File: src/rtl/top_link_sequencer.sv
// Host-side link sequencer for `top`: drives the serial link, services instruction and
// data memory on top's behalf and steps its CPU clock one cycle at a time.
module top_link_sequencer #(
  parameter int unsigned CNT_W        = 16,
  parameter int unsigned DMEM_TIMEOUT = 255
) (
  input  logic             clk_board,
  input  logic             sys_reset_n,
  input  logic             start,
  input  logic             stop,
  input  logic [CNT_W-1:0] run_cycles,
  output logic             busy,
  output logic             done,
  output logic             err,
  output logic [CNT_W-1:0] cycles_done,
  output logic [31:0]      last_pc,
  output logic             clk_data,
  output logic             data_sync_en,
  output logic             clk_sys,
  output logic             dataoutbit,
  input  logic             datainbit,
  input  logic             memloadf,
  input  logic             memstoref,
  output logic [29:0]      imem_addr,
  input  logic [31:0]      imem_rdata,
  output logic [31:0]      dmem_addr,
  output logic [31:0]      dmem_wdata,
  input  logic [31:0]      dmem_rdata,
  output logic             dmem_re,
  output logic             dmem_we,
  input  logic             dmem_ready
);
  localparam int unsigned WaitW = $clog2(DMEM_TIMEOUT + 2);

  typedef enum logic [3:0] {
    StIdle, StSyncPc, StShiftPc, StImemReq, StImemCap, StShiftInst, StSyncInst,
    StSyncMem, StShiftAddr, StDmemRd, StShiftData, StDmemWr, StSyncData, StClkSys
  } state_e;

  state_e           state_q, state_d;
  logic [5:0]       cnt_q, cnt_d;
  logic [WaitW-1:0] wait_q, wait_d;
  logic [31:0]      pc_q, inst_q, addr_q, wdata_q, rdata_q, rx_q, tx_word;
  logic             load_q, store_q, stop_q, err_q, done_q, done_d, err_set, cyc_inc;
  logic [CNT_W-1:0] cycles_q;
  logic             clk_data_q, clk_data_d, sync_q, sync_d, clk_sys_q, clk_sys_d;
  logic             seg_last, run_end;

  function automatic logic is_sync(input state_e s);
    return s inside {StSyncPc, StSyncInst, StSyncMem, StSyncData};
  endfunction

  function automatic logic is_shift(input state_e s);
    return s inside {StShiftPc, StShiftInst, StShiftAddr, StShiftData};
  endfunction

  // Last clk_board cycle of the current fixed-length segment.
  always_comb begin
    if (is_sync(state_q))        seg_last = (cnt_q == 6'd2);
    else if (is_shift(state_q))  seg_last = (cnt_q == 6'd63);
    else if (state_q == StClkSys) seg_last = (cnt_q == 6'd1);
    else                         seg_last = 1'b1;
  end

  assign run_end = ((run_cycles != '0) && ((cycles_q + CNT_W'(1)) == run_cycles)) ||
                   stop_q || stop;

  always_comb begin
    state_d = state_q;
    cnt_d   = seg_last ? 6'd0 : cnt_q + 6'd1;
    wait_d  = '0;
    done_d  = 1'b0;
    err_set = 1'b0;
    cyc_inc = 1'b0;
    unique case (state_q)
      StIdle:      if (start) state_d = StSyncPc;
      StSyncPc:    if (seg_last) state_d = StShiftPc;
      StShiftPc:   if (seg_last) state_d = StImemReq;
      StImemReq:   state_d = StImemCap;
      StImemCap:   state_d = StShiftInst;
      StShiftInst: if (seg_last) state_d = StSyncInst;
      StSyncInst:  if (seg_last) state_d = StSyncMem;
      StSyncMem:   if (seg_last) state_d = StShiftAddr;
      StShiftAddr: if (seg_last) state_d = StDmemRd;
      StDmemRd: begin
        if (!load_q || dmem_ready) begin
          state_d = StShiftData;
        end else if (wait_q == WaitW'(DMEM_TIMEOUT)) begin
          state_d = StIdle;
          err_set = 1'b1;
        end else begin
          wait_d = wait_q + WaitW'(1);
        end
      end
      StShiftData: if (seg_last) state_d = StDmemWr;
      StDmemWr: begin
        if (!store_q || dmem_ready) begin
          state_d = StSyncData;
        end else if (wait_q == WaitW'(DMEM_TIMEOUT)) begin
          state_d = StIdle;
          err_set = 1'b1;
        end else begin
          wait_d = wait_q + WaitW'(1);
        end
      end
      StSyncData:  if (seg_last) state_d = StClkSys;
      StClkSys: begin
        if (seg_last) begin
          cyc_inc = 1'b1;
          if (run_end) begin
            state_d = StIdle;
            done_d  = 1'b1;
          end else begin
            state_d = StSyncPc;
          end
        end
      end
      default:     state_d = StIdle;
    endcase
  end

  // Link strobes are decoded from the next state so the registered copies line up with it.
  always_comb begin
    sync_d     = is_sync(state_d);
    clk_data_d = (is_sync(state_d) && (cnt_d == 6'd0)) || (is_shift(state_d) && cnt_d[0]);
    clk_sys_d  = (state_d == StClkSys) && (cnt_d == 6'd0);
  end

  always_comb begin
    tx_word = '0;
    if (state_q == StShiftInst)      tx_word = inst_q;
    else if (state_q == StShiftData) tx_word = rdata_q;
  end

  always_ff @(posedge clk_board or negedge sys_reset_n) begin
    if (!sys_reset_n) begin
      state_q    <= StIdle;
      cnt_q      <= '0;
      wait_q     <= '0;
      pc_q       <= '0;
      inst_q     <= '0;
      addr_q     <= '0;
      wdata_q    <= '0;
      rdata_q    <= '0;
      rx_q       <= '0;
      load_q     <= 1'b0;
      store_q    <= 1'b0;
      stop_q     <= 1'b0;
      err_q      <= 1'b0;
      done_q     <= 1'b0;
      cycles_q   <= '0;
      clk_data_q <= 1'b0;
      sync_q     <= 1'b0;
      clk_sys_q  <= 1'b0;
    end else begin
      state_q    <= state_d;
      cnt_q      <= cnt_d;
      wait_q     <= wait_d;
      clk_data_q <= clk_data_d;
      sync_q     <= sync_d;
      clk_sys_q  <= clk_sys_d;
      done_q     <= done_d;
      if (is_shift(state_q) && !cnt_q[0]) rx_q[cnt_q[5:1]] <= datainbit;
      if (seg_last && (state_q == StShiftPc)) pc_q <= rx_q;
      if (seg_last && (state_q == StShiftAddr)) begin
        addr_q  <= rx_q;
        load_q  <= memloadf;
        store_q <= memstoref;
      end
      if (seg_last && (state_q == StShiftData)) wdata_q <= rx_q;
      if (state_q == StImemCap) inst_q <= imem_rdata;
      if (state_q == StDmemRd) begin
        if (!load_q)         rdata_q <= '0;
        else if (dmem_ready) rdata_q <= dmem_rdata;
      end
      if ((state_q == StIdle) && start) begin
        cycles_q <= '0;
        err_q    <= 1'b0;
        stop_q   <= 1'b0;
      end else begin
        if (cyc_inc) cycles_q <= cycles_q + CNT_W'(1);
        if (err_set) err_q <= 1'b1;
        if (state_d == StIdle) stop_q <= 1'b0;
        else if (stop)         stop_q <= 1'b1;
      end
    end
  end

  assign busy         = (state_q != StIdle);
  assign done         = done_q;
  assign err          = err_q;
  assign cycles_done  = cycles_q;
  assign last_pc      = pc_q;
  assign clk_data     = clk_data_q;
  assign data_sync_en = sync_q;
  assign clk_sys      = clk_sys_q;
  assign dataoutbit   = is_shift(state_q) && tx_word[cnt_q[5:1]];
  assign imem_addr    = pc_q[31:2];
  assign dmem_addr    = addr_q;
  assign dmem_wdata   = wdata_q;
  assign dmem_re      = (state_q == StDmemRd) && load_q;
  assign dmem_we      = (state_q == StDmemWr) && store_q;

endmodule

File: config.mk
export PLATFORM = sky130hd
export DESIGN_NAME = top_link_sequencer
export DESIGN_NICKNAME = d
export VERILOG_FILES = /design/src/rtl/top_link_sequencer.sv
export SDC_FILE = /design/constraint.sdc
export NUM_CORES = 1
export LEC_CHECK = 0
export ABC_AREA = 1
export CORE_ASPECT_RATIO = 1.5
export CORE_MARGIN = 4
export CORE_UTILIZATION = 50
export CTS_BUF_LIST = sky130_fd_sc_hd__clkbuf_4
export CTS_CLUSTER_DIAMETER = 60
export DETAILED_ROUTE_END_ITERATION = 16
export PLACE_DENSITY_LB_ADDON = 0.15
export SLEW_MARGIN = 40
export SYNTH_ARGS = -nofsm -noshare
export SYNTH_HDL_FRONTEND = slang
export SYNTH_SLANG_ARGS = --single-unit
File: constraint.sdc
create_clock -name clk_board -period 2.6 [get_ports clk_board]
set_input_delay 0.65 -clock clk_board [delete_from_list [all_inputs] [get_ports clk_board]]
set_output_delay 0.65 -clock clk_board [all_outputs]
set_load 0.01 [all_outputs]
==> metrics, run 1 <==
most common cell in the netlist nand2_1; worst vdd ir roughly 0.47 mV; Fin. Hold Viols 0; clk_skew around 0.056 ns; clk slew on worst S/H paths about 0.070 ns; nets between 1.5k and 2k; RSZ-0062 raised after global routing true; pin count of the biggest net entering global routing 69; vias a little under 10k; first-pass GRT wire length 48300 um; Sink Count approximately 240; hold crit path type register to register; hold path start wait_q[0]; Final Hold Slack 0.477 ns; Clock Path Buffers 3; type of the worst setup path register to output port; Netlist cell types 45; CP Launch Point state_q[1]; Mapped Nets approximately 1.3k; Die Y ~190 um; worst setup margin -0.679 ns; mapped cell area approximately 11000 sq um; Initial DRT Pass Iterations 7; Synth top area share between 50 and 60%; post-DP HPWL 21400 um; Synth area leader dfrtp_1; die width 128 um; crit path max fanout 7; mean routed wirelength per cell 16.4 um; CTS tree built; Worst setup EP type output port; fin crit period between 3 and 4 ns; CTS buffer count 55; GRT overflow 0; Slew Limit Fails 0; Final Util 69.9%; max_slew headroom 58.6%; synthesized area per cell between 8 and 9 sq um; final-report setup violation count 2; flops & latches, synth around 240; Fmax achieved between 300 and 400 MHz; clk root buf clkbuf_4; count of input and output buffers roughly 240; CP arrival roughly 2.6 ns; R2R Setup Slk 0.21 ns; sequential share of the synthesized area between 50% and 60%; routability cong. about 0.94; post-route ant nets 0; Leak 0.00711 uW; die area roughly 24000 sq um; Cells after Synth approximately 1.2k; Yosys warnings 0; area grow syn2layout 36.4%; Filler Cell Count about 1.7k; Total GRT Usage 24.4%; max cap viols 0; Synth async-reset ratio between 90% and 100%; top cells by area, synth dfrtp_1 (54%), nand2_1 (11%), o21ai_0 (4.9%); Setup crit start kind register; drt initial violations slightly below 500; main flop type after synthesis dfrtp_1; period utilization 126%; failing checks setup timing; share of layout cells above drive strength 1 a little under a fifth; total power 16800 uW; worst r2r src state_q[2]; critical path data required time between 1.5 and 2 ns; count of flip-flops with a built-in enable after synthesis 0; Slew @ Worst Pin a little over 0.6 ns; area of the core 21200 sq um; DRC Markers 0; Rows 65; initial antenna violation count 1; drt via density 5.27; Commonest cells post-synth nand2_1 (321), dfrtp_1 (235), o21ai_0 (107), inv_1 (97), nand3_1 (73); pwr dens roughly 1100 nW/um^2; H-tree lvl count 2; # IOs approximately 240; clk_lat worst skew ~0.69 ns; status finished with violations; vias in the first global route approximately 10k; DRT Wirelength between 30000 and 40000 um; Starting Density between 50% and 60%
-- cell usage in the layout, fill, tap and decap left out, types with 6 or more instances in the layout --
cell               n
buf_4             67
mux2_2            32
nand3_1           71
buf_12            10
dfrtp_1          232
nand4_1            8
a21oi_1            8
o22ai_1            9
nor3_1            15
nand2_1          318
inv_2             20
o21ai_0          107
a221oi_2           6
clkbuf_4          77
xor2_1             9
nor2_2            11
clkinv_1          17
nor2_4             9
a221oi_1          18
inv_1             95
nand2_2           11
o21ai_1           42
clkdlybuf4s50_1  233
nor2_1            66
o211ai_1           7
-- what timing repair did --
| action | 4_1_cts | 5_1_grt |
|---|---|---|
| gates cloned | 4 | 1 |
| hold buffers | 1 | 0 |
| buffers inserted | 8 | 12 |
| endpoints found under the hold margin | 64 | 0 |
| resized for setup | 25 | 36 |
| pin swaps | 11 | 20 |
| endpoints found under the setup margin | 4 | 41 |
-- critical path: stages (launching register included) --
cell	delay [ns]
dfrtp_1	0.41
buf_6	0.13
nor2_4	0.13
nand2_4	0.09
inv_8	0.09
buf_12	0.12
a221oi_1	0.07
nor4_1	0.34
nor2_1	0.07
nor2_1	0.11
nand4_1	0.14
nor2_2	0.13
buf_2	0.15
-- metrics by stage --
| step | setup TNS, ns | instance area (sq um) | setup WS, ns | cells |
|---|---|---|---|---|
| after floorplan | 0 | 10900 | 0.147 | 1220 |
| after global routing | -0.946 | 14800 | -0.810 | 1836 |
| after global placement | -0.371 | 13700 | -0.342 | 1716 |
| after detailed placement | -0.533 | 13700 | -0.431 | 1716 |
| after CTS | -0.971 | 14700 | -0.720 | 1828 |
| final | -0.711 | 14800 | -0.679 | 1836 |
-- power by group --
group | switching [uW] | internal [uW]
sequential | 1010 | 5090
clock | 1470 | 1570
combinational | 3750 | 3870
total | 6230 | 10500
-- state kept, by name (all words and copies together) (netlist names), 4 cells and up --
register,count
dmem_addr,32
cycles_done,16
wait_q,9
cnt_q,6
inst_q,32
state_q,4
last_pc,32
dmem_wdata,32
rdata_q,32
rx_q,32
-- area by class of cell --
class	count	area, sq um	area share, %
Clock buffer	77	578	3.90
Sequential cell	235	5880	39.7
Multi-Input combinational cell	792	4250	28.6
Clock inverter	22	144	0.970
Inverter	118	453	3.05
Tap cell	268	335	2.26
Antenna cell	1	2.50	0.0169
Timing Repair Buffer	323	3180	21.5
-- cells by family after synthesis --
logic type	count (synthesis)	synth area share (%)
AO/OA/AOI/OAI	209	11.2
XOR/XNOR	13	1.30
adder cells (fa/ha/maj)	5	0.575
buffers and inverters	193	7.99
flip-flops	235	54.1
multiplexers	32	3.31
AND/OR/NAND/NOR	533	21.5
-- final timing paths --
check	to	cells past startpoint
setup / recovery	dataoutbit	12
hold / removal	wait_q[0]	1
setup reg to reg	clk_sys	15
hold reg to reg	wait_q[0]	1
max in group asynchronous	state_q[2]	3
min in group asynchronous	dmem_addr[10]	2
-- per-layer routing --
metal | share of wire, % | GRT usage (%) | wire, um | vias up
met3 | 6.1 | 4.74 | 1840 | 70
met1 | 38 | 28.1 | 11300 | 4597
li1 | - | - | - | 4643
met4 | 3.0 | 9.93 | 910 | 0
met5 | 0 | 0 | 0 | -
met2 | 53 | 43.8 | 16000 | 369
(Power assumes the default switching activity.)
==> run 2: changes to the inputs <==
--- a/config.mk
+++ b/config.mk
@@ -10,7 +10,6 @@
 export CORE_MARGIN = 4
 export CORE_UTILIZATION = 50
 export CTS_BUF_LIST = sky130_fd_sc_hd__clkbuf_4
-export CTS_CLUSTER_DIAMETER = 60
 export DETAILED_ROUTE_END_ITERATION = 16
 export PLACE_DENSITY_LB_ADDON = 0.15
 export SLEW_MARGIN = 40
==> results of run 2 <==
Same layout as run 1: the final DEF is identical, and so are final timing and power.
